[config.mk]
export PLATFORM = sky130hd
export DESIGN_NAME = line_reader_flat
export DESIGN_NICKNAME = d
export VERILOG_FILES = /design/src/rtl/line_reader_if.sv /design/src/rtl/line_reader.sv /design/src/flat_wrapper.sv
export SDC_FILE = /design/constraint.sdc
export NUM_CORES = 1
export LEC_CHECK = 0
export ABC_AREA = 1
export CAP_MARGIN = 15
export CELL_PAD_IN_SITES_DETAIL_PLACEMENT = 1
export CELL_PAD_IN_SITES_GLOBAL_PLACEMENT = 1
export CORE_MARGIN = 5
export CORE_UTILIZATION = 32
export DETAILED_ROUTE_END_ITERATION = 12
export PLACE_DENSITY_LB_ADDON = 0.15
export SYNTH_ARGS = -nofsm -noshare
export SYNTH_HDL_FRONTEND = slang
export SYNTH_SLANG_ARGS = --single-unit
[constraint.sdc]
create_clock -name clk -period 4 [get_ports clk]
set_input_delay 1 -clock clk [delete_from_list [all_inputs] [get_ports clk]]
set_output_delay 1 -clock clk [all_outputs]
set_load 0.1 [all_outputs]
[src/rtl/line_reader_if.sv]
// Bundles the command, RAM-read and output-stream signals of line_reader.
// The reader itself uses the master modport; the RAM and the consumer sit on the slave side.
interface line_reader_if #(
    parameter int DATA_WIDTH = 32,
    parameter int ADDR_WIDTH = 10
);
    logic                  cmd_valid;
    logic                  cmd_ready;
    logic [ADDR_WIDTH-1:0] cmd_addr;
    logic [ADDR_WIDTH:0]   cmd_len;

    logic                  mem_rd_en;
    logic [ADDR_WIDTH-1:0] mem_rd_addr;
    logic [DATA_WIDTH-1:0] mem_rd_data;

    logic                  out_valid;
    logic                  out_ready;
    logic [DATA_WIDTH-1:0] out_data;
    logic                  out_last;

    logic                  busy;

    modport master (
        input  cmd_valid, cmd_addr, cmd_len, mem_rd_data, out_ready,
        output cmd_ready, mem_rd_en, mem_rd_addr, out_valid, out_data, out_last, busy
    );

    modport slave (
        output cmd_valid, cmd_addr, cmd_len, mem_rd_data, out_ready,
        input  cmd_ready, mem_rd_en, mem_rd_addr, out_valid, out_data, out_last, busy
    );
endinterface

[src/rtl/line_reader.sv]
// Reads a burst of consecutive RAM words into a 2-deep buffer and streams them out; first word 3 cycles after the command.
// Backpressure: out_ready low stalls the head word and RAM reads stop once buffered plus in-flight words would exceed 2.
module line_reader #(
    parameter int DATA_WIDTH = 32,
    parameter int ADDR_WIDTH = 10
) (
    input  logic          clk,
    input  logic          rst_n,
    line_reader_if.master bus
);

    typedef enum logic [1:0] {
        IDLE  = 2'd0,
        RUN   = 2'd1,
        DRAIN = 2'd2
    } state_t;

    typedef struct packed {
        logic                  last;
        logic [DATA_WIDTH-1:0] dat;
    } entry_t;

    state_t                state_q, state_d;
    logic [ADDR_WIDTH-1:0] addr_q, addr_d;
    logic [ADDR_WIDTH:0]   rem_q, rem_d;
    logic                  inflight_q, inflight_d;
    logic                  inflight_last_q, inflight_last_d;

    entry_t                fifo_q [2];
    entry_t                fifo_d [2];
    logic                  rd_ptr_q, rd_ptr_d;
    logic                  wr_ptr_q, wr_ptr_d;
    logic [1:0]            cnt_q, cnt_d;

    logic                  push;
    logic                  pop;
    logic                  issue;
    logic [2:0]            occ_next;

    always_ff @(posedge clk or negedge rst_n) begin
        if (!rst_n) begin
            state_q         <= IDLE;
            addr_q          <= '0;
            rem_q           <= '0;
            inflight_q      <= 1'b0;
            inflight_last_q <= 1'b0;
            fifo_q          <= '{default: '0};
            rd_ptr_q        <= 1'b0;
            wr_ptr_q        <= 1'b0;
            cnt_q           <= '0;
        end else begin
            state_q         <= state_d;
            addr_q          <= addr_d;
            rem_q           <= rem_d;
            inflight_q      <= inflight_d;
            inflight_last_q <= inflight_last_d;
            fifo_q          <= fifo_d;
            rd_ptr_q        <= rd_ptr_d;
            wr_ptr_q        <= wr_ptr_d;
            cnt_q           <= cnt_d;
        end
    end

    always_comb begin
        state_d         = state_q;
        addr_d          = addr_q;
        rem_d           = rem_q;
        fifo_d          = fifo_q;
        rd_ptr_d        = rd_ptr_q;
        wr_ptr_d        = wr_ptr_q;

        pop      = (cnt_q != 2'd0) && bus.out_ready;
        push     = inflight_q;
        // Buffered + in-flight words after this edge must stay within the 2 buffer slots.
        occ_next = {1'b0, cnt_q} + {2'b00, inflight_q} - {2'b00, pop};
        issue    = (state_q == RUN) && (rem_q != '0) && (occ_next < 3'd2);

        inflight_d      = issue;
        inflight_last_d = issue && (rem_q == (ADDR_WIDTH+1)'(1));

        case (state_q)
            IDLE: begin
                if (bus.cmd_valid) begin
                    addr_d = bus.cmd_addr;
                    rem_d  = bus.cmd_len;
                    if (bus.cmd_len != '0) begin
                        state_d = RUN;
                    end
                end
            end
            RUN: begin
                if (issue) begin
                    addr_d = addr_q + ADDR_WIDTH'(1);
                    rem_d  = rem_q - (ADDR_WIDTH+1)'(1);
                    if (rem_q == (ADDR_WIDTH+1)'(1)) begin
                        state_d = DRAIN;
                    end
                end
            end
            DRAIN: begin
                if ((cnt_q == 2'd0) && !inflight_q) begin
                    state_d = IDLE;
                end
            end
            default: state_d = IDLE;
        endcase

        // Returning RAM data is captured the cycle it appears, even while the head is popped.
        if (push) begin
            fifo_d[wr_ptr_q] = '{last: inflight_last_q, dat: bus.mem_rd_data};
            wr_ptr_d         = ~wr_ptr_q;
        end
        if (pop) begin
            rd_ptr_d = ~rd_ptr_q;
        end
        cnt_d = cnt_q + {1'b0, push} - {1'b0, pop};
    end

    assign bus.cmd_ready   = (state_q == IDLE);
    assign bus.mem_rd_en   = issue;
    assign bus.mem_rd_addr = addr_q;
    assign bus.out_valid   = (cnt_q != 2'd0);
    assign bus.out_data    = fifo_q[rd_ptr_q].dat;
    assign bus.out_last    = fifo_q[rd_ptr_q].last;
    assign bus.busy        = (state_q != IDLE);

endmodule

[src/flat_wrapper.sv]
// flat-port wrapper written by rule: the top's interface ports become plain ports
module line_reader_flat 
#(
    parameter int DATA_WIDTH = 32,
    parameter int ADDR_WIDTH = 10
)
  (clk, rst_n, bus_cmd_valid, bus_cmd_addr, bus_cmd_len, bus_mem_rd_data, bus_out_ready, bus_cmd_ready, bus_mem_rd_en, bus_mem_rd_addr, bus_out_valid, bus_out_data, bus_out_last, bus_busy);
  line_reader_if #(.DATA_WIDTH(DATA_WIDTH), .ADDR_WIDTH(ADDR_WIDTH)) bus_i ();
  input  logic clk;
  input  logic rst_n;
  input wire logic [$bits(bus_i.cmd_valid)-1:0] bus_cmd_valid;
  input wire logic [$bits(bus_i.cmd_addr)-1:0] bus_cmd_addr;
  input wire logic [$bits(bus_i.cmd_len)-1:0] bus_cmd_len;
  input wire logic [$bits(bus_i.mem_rd_data)-1:0] bus_mem_rd_data;
  input wire logic [$bits(bus_i.out_ready)-1:0] bus_out_ready;
  output wire logic [$bits(bus_i.cmd_ready)-1:0] bus_cmd_ready;
  output wire logic [$bits(bus_i.mem_rd_en)-1:0] bus_mem_rd_en;
  output wire logic [$bits(bus_i.mem_rd_addr)-1:0] bus_mem_rd_addr;
  output wire logic [$bits(bus_i.out_valid)-1:0] bus_out_valid;
  output wire logic [$bits(bus_i.out_data)-1:0] bus_out_data;
  output wire logic [$bits(bus_i.out_last)-1:0] bus_out_last;
  output wire logic [$bits(bus_i.busy)-1:0] bus_busy;
  assign bus_i.cmd_valid = bus_cmd_valid;
  assign bus_i.cmd_addr = bus_cmd_addr;
  assign bus_i.cmd_len = bus_cmd_len;
  assign bus_i.mem_rd_data = bus_mem_rd_data;
  assign bus_i.out_ready = bus_out_ready;
  assign bus_cmd_ready = bus_i.cmd_ready;
  assign bus_mem_rd_en = bus_i.mem_rd_en;
  assign bus_mem_rd_addr = bus_i.mem_rd_addr;
  assign bus_out_valid = bus_i.out_valid;
  assign bus_out_data = bus_i.out_data;
  assign bus_out_last = bus_i.out_last;
  assign bus_busy = bus_i.busy;
  line_reader #(.DATA_WIDTH(DATA_WIDTH), .ADDR_WIDTH(ADDR_WIDTH)) u_core (.clk(clk), .rst_n(rst_n), .bus(bus_i));
endmodule
# After elaboration in Yosys (flattened, before gate mapping)
# Cells that the tools add are included.
dict set report classes {
  bitwise 4
  n_mux 18
  eq_ne 8
  magnitude_cmp 4
  addsub 6
  n_reduce_logical 16
}
# operator n
set op_table {}
lappend op_table {{$mux W33} 4}
lappend op_table {{$bwmux W66} 1}
lappend op_table {{$demux W33 S1} 1}
lappend op_table {{$mux W11} 2}
lappend op_table {{$pmux W11 S2} 1}
lappend op_table {{$reduce_bool A11 Y1} 2}
lappend op_table {{$mux W10} 2}
lappend op_table {{$pmux W10 S2} 1}
lappend op_table {{$eq A11 B1 Y1 const B} 1}
lappend op_table {{$sub A11 B1 Y11 const B} 1}
lappend op_table {{$add A10 B1 Y10 const B} 1}
lappend op_table {{$mux W2} 5}
lappend op_table {{$logic_and A1 B1 Y1} 6}
lappend op_table {{$ne A2 B1 Y1 const B} 3}
lappend op_table {{$pmux W2 S3} 1}
lappend op_table {{$reduce_bool A2 Y1} 3}
lappend op_table {{$reduce_and A5 Y1} 1}
lappend op_table {{$ge A2 B2 Y1 const B} 2}
lappend op_table {{$logic_not A2 Y1} 2}
lappend op_table {{$ne A2 B2 Y1 const B} 2}
lappend op_table {{$not A1 Y2} 2}
lappend op_table {{$add A2 B1 Y3} 1}
lappend op_table {{$lt A3 B2 Y1 const B} 1}
lappend op_table {{$reduce_and A3 Y1} 1}
lappend op_table {{other kinds (8)} 9}
dict set report word_totals {
  reg_bits 95
  output_inout_bits 47
  input_bits 57
}

# Logic depth before layout (Yosys ltp)
dict set report logic_depth {
  ltp_word 7
  mapped_depth 17
  mapped_depth_nobuf 16
}

# Worst setup path before layout
# Ideal clock, no wire load.
dict set report synth_path {
  path_kind {flip-flop to output port}
  startpoint {register u_core.cnt_q[1]}
  endpoint {output bus_mem_rd_en}
  t_required_ns 3.000
  stages_incl_launch_ff 13
  setup_slack_ns 0.037
  path_buffers 0
  arrival_ns 2.963
  path_cell_list {dfrtp_1 -> or2_2 -> nand2_1 -> inv_1 -> ha_1 -> inv_1 -> ha_1 -> fa_1 -> inv_1 -> nand2_1 -> nor2_1 -> nand2_2 -> inv_1}
}
dict set report synth_between {
  elab_chain_len 5
}
# element line_no
set synth_lines {}
lappend synth_lines {{start, declared} line_reader.sv:33} ;# logic [1:0] cnt_q, cnt_d;
lappend synth_lines {{start signal, assigned} line_reader.sv:60} ;# cnt_q <= cnt_d;
lappend synth_lines {{$reduce_bool A2 Y1} --}
lappend synth_lines {{named net bus_out_valid} flat_wrapper.sv:19} ;# output wire logic [$bits(bus_i.out_valid)-1:0] bus_out_valid;
lappend synth_lines {{$logic_and A1 B1 Y1} line_reader.sv:72} ;# pop = (cnt_q != 2'd0) && bus.out_ready;
lappend synth_lines {{named net u_core.pop} line_reader.sv:36} ;# logic pop;
lappend synth_lines {{$sub A3 B1 Y3} line_reader.sv:75} ;# occ_next = {1'b0, cnt_q} + {2'b00, inflight_q} - {2'b00, pop};
lappend synth_lines {{$lt A3 B2 Y1} line_reader.sv:76} ;# issue = (state_q == RUN) && (rem_q != '0) && (occ_next < 3'd2);
lappend synth_lines {{$logic_and A1 B1 Y1} line_reader.sv:76}
lappend synth_lines {{end, declared} flat_wrapper.sv:17} ;# output wire logic [$bits(bus_i.mem_rd_en)-1:0] bus_mem_rd_en;
# The timed path passes the listed nets, and every way through them passes these cells.

# Final worst setup path
dict set report layout_path {
  startpoint {input bus_out_ready}
  endpoint {register u_core.rd_ptr_q}
}
dict set report layout_between {
  elab_chain_len 1
}
# element line_no
set layout_lines {}
lappend layout_lines {{start, declared} flat_wrapper.sv:15} ;# input wire logic [$bits(bus_i.out_ready)-1:0] bus_out_ready;
lappend layout_lines {{$logic_and A1 B1 Y1} line_reader.sv:72}
lappend layout_lines {{end signal, assigned} line_reader.sv:58} ;# rd_ptr_q <= rd_ptr_d;
lappend layout_lines {{end, declared} line_reader.sv:31} ;# logic rd_ptr_q, rd_ptr_d;
# Every way passes these cells.
# A chain may end at the register's enable or synchronous reset.

==> run metrics <==
FP Rows 44; worst slew pin tran 0.9749 ns; synth-to-layout area growth 42.50%; Seq/Total Area, Yosys 49.84%; number of global-route vias before repair 4884; Crit-path slowest cell dlygate4sd2_1; # IOs 104; CTS Buf Count 9; Setup violations, final 0; Distinct cells, synth 31; Yosys reg bits 95; Avg WL per Cell 14.59 µm; required time worst endpoint 4.21 ns; CP Launch Type input port; DIE AREA 0.01745 mm²; Final nets 828; clk_skew 0.005114 ns; chip width 132.1 µm; via/cell ratio 4.697; share of layout cells above drive strength 1 13.41%; Final min period 3.891 ns; CP endpoint kind register; via count 4472; Post-synth EDFFs 0; CTS tree yes; Worst path max stage delay 0.19 ns; Yosys Warn Count 0; antenna-violating nets left 0; Detail Placement HPWL 9.500 mm; Post-Syn Area per Cell 7.372 µm²; ys async rst share 100.0%; Critical Path Fanout Max 2; Final TNS setup 0 ns; Syn Nets 711; Mapped Cells 647; grt ovf 0; GRT Util Overall 16.51%; First DRT Iteration DRCs 196; final hold vios 0; Pre-antenna DRT Iters 4; H-tree Lvls 3; synthesized cell area 0.004770 mm²; Worst-path clk slew 0.07 ns; drt total wl 13.89 mm; status complete, no violations; CP most frequent cell buf_4; Slew Limit Fails 0; global-route wire length before repair 23.93 mm; Final Cycle Share 97.29%; area of the core 0.01459 mm²; max-cap check violation count 0; Placer Congestion 0.7656; RSZ-0062 raised after global routing no; Max clock buf depth 2; antenna violations before repair 0; port bufs 103; critical path class input port to register; Critical Path AT 4.11 ns; n_diodes 0; CTS Root Cell clkbuf_16; Initial Util 32.69%; Die Span Y 132.1 µm; clock sinks 95; largest net degree at the start of global routing 67; Clock Latency Late Sink 0.34 ns; Post-synth top flop dfrtp_1; Rel. slew slack 34.81%; hold buffer count at CTS 0; Hold Crit Class register to register; DRC Markers 0; Max Fclk 0.2570 GHz
==> path summary, 6_finish.rpt <==
kind / start / end / slack [ns] / depth (start not counted)
worst max-delay path: bus_out_ready / u_core.rd_ptr_q / 0.11 / 25
worst min-delay path: u_core.fifo_q[52] / u_core.fifo_q[52] / 0.49 / 2
worst max register to register: u_core.cnt_q[1] / u_core.rd_ptr_q / 0.37 / 25
worst min register to register: u_core.fifo_q[52] / u_core.fifo_q[52] / 0.49 / 2
max in group asynchronous: rst_n / u_core.cnt_q[0] / 2.48 / 2
min in group asynchronous: rst_n / u_core.fifo_q[41] / 0.67 / 1
==> cells in the final DEF, fill, tap and decap left out, types with 2 or more instances in the layout <==
master	count
nand2_1	293
dfrtp_1	95
clkdlybuf4s50_1	65
o21ai_0	57
inv_1	55
buf_12	35
buf_4	33
nor2_1	28
nand3_1	23
o21ai_1	23
clkbuf_16	9
or2_2	7
inv_2	5
ha_1	5
nand4_1	4
nand2_2	3
nor3_1	3
o21bai_1	3
nor2_4	2
a21oi_1	2
clkbuf_8	2
==> per-layer routing <==
layer	up-vias	global-route usage (%)	part of all wire (%)
met4	0	5.886	1.6
met2	81	28.27	50
met3	14	3.435	3.7
li1	2236	-	-
met1	2141	20.59	45
met5	-	0	0
==> worst max-delay path, delay by kind of cell <==
family | cells | cell delay (ns)
xor gates and xnor gates | 1 | 0.14
buffers and inverters | 23 | 2.88
and+or+nand+nor | 1 | 0.07
==> per-stage QoR <==
step | instances | setup slack (ns) | hold WS, ns | area (µm²) | utilization [%]
finish | 952 | 0.1085 | 0.4858 | 6797 | 46.59
global route | 952 | 0.01870 | 0.5062 | 6797 | 46.59
CTS | 951 | 0.1669 | 0.4922 | 6777 | 46.45
detailed placement | 915 | -0.1141 | 0.4740 | 6316 | 43.29
global placement | 915 | -0.04712 | 0.4664 | 6316 | 43.29
floorplan | 647 | 0.03670 | 0.4529 | 4770 | -
==> cells by family (layout without fill, tap and decap cells) <==
| logic type | count (synthesis) | count (layout) | share of synthesized area, % |
|---|---|---|---|
| compound gates | 87 | 87 | 9.391 |
| fa+ha+maj | 7 | 7 | 1.994 |
| flops | 95 | 95 | 49.84 |
| xor+xnor | 2 | 2 | 0.3673 |
| simple gates | 366 | 366 | 30.93 |
| buf+inv | 89 | 210 | 7.266 |
| mux | 1 | 1 | 0.2099 |
==> Yosys cell counts, drive strengths merged (2+ instances only) <==
cell	instances	share of area, %
a21oi	2	0.21
buf	4	0.58
clkbuf	24	1.9
dfrtp	95	50
ha	6	1.6
inv	60	4.7
nand2	297	24
nand3	24	2.8
nand4	4	0.52
nor2	31	2.8
nor3	3	0.31
o21ai	80	8.4
o21bai	3	0.47
or2	7	0.92
==> registers in the layout, indices dropped and copies added, names as in the netlist <==
signal,cells
u_core.fifo_q,66
u_core.rem_q,11
u_core.bus.mem_rd_addr,10
u_core.cnt_q,2
u_core.state_q,2
u_core.inflight_last_q,1
u_core.inflight_q,1
u_core.rd_ptr_q,1
u_core.wr_ptr_q,1
==> timing repair <==
item	in CTS	in global routing
hold endpoints to repair	0	0
gates cloned	0	0
gates resized for setup	4	0
setup endpoints to repair	1	1
pin swaps	6	1
setup buffers	21	0
==> area by class of cell <==
cell class                 count  area, µm²
multi-input combinational    463       2053
fill                        1769       7792
clock inverter                 3      42.54
clock buffer                  12      256.5
sequential                    95       2377
inverter                      61      229.0
timing repair buffer         134       1608
tap                          184      230.2
Power is not shown: default switching activity piles up to over one toggle a cycle in this logic, so the estimate is an artifact.
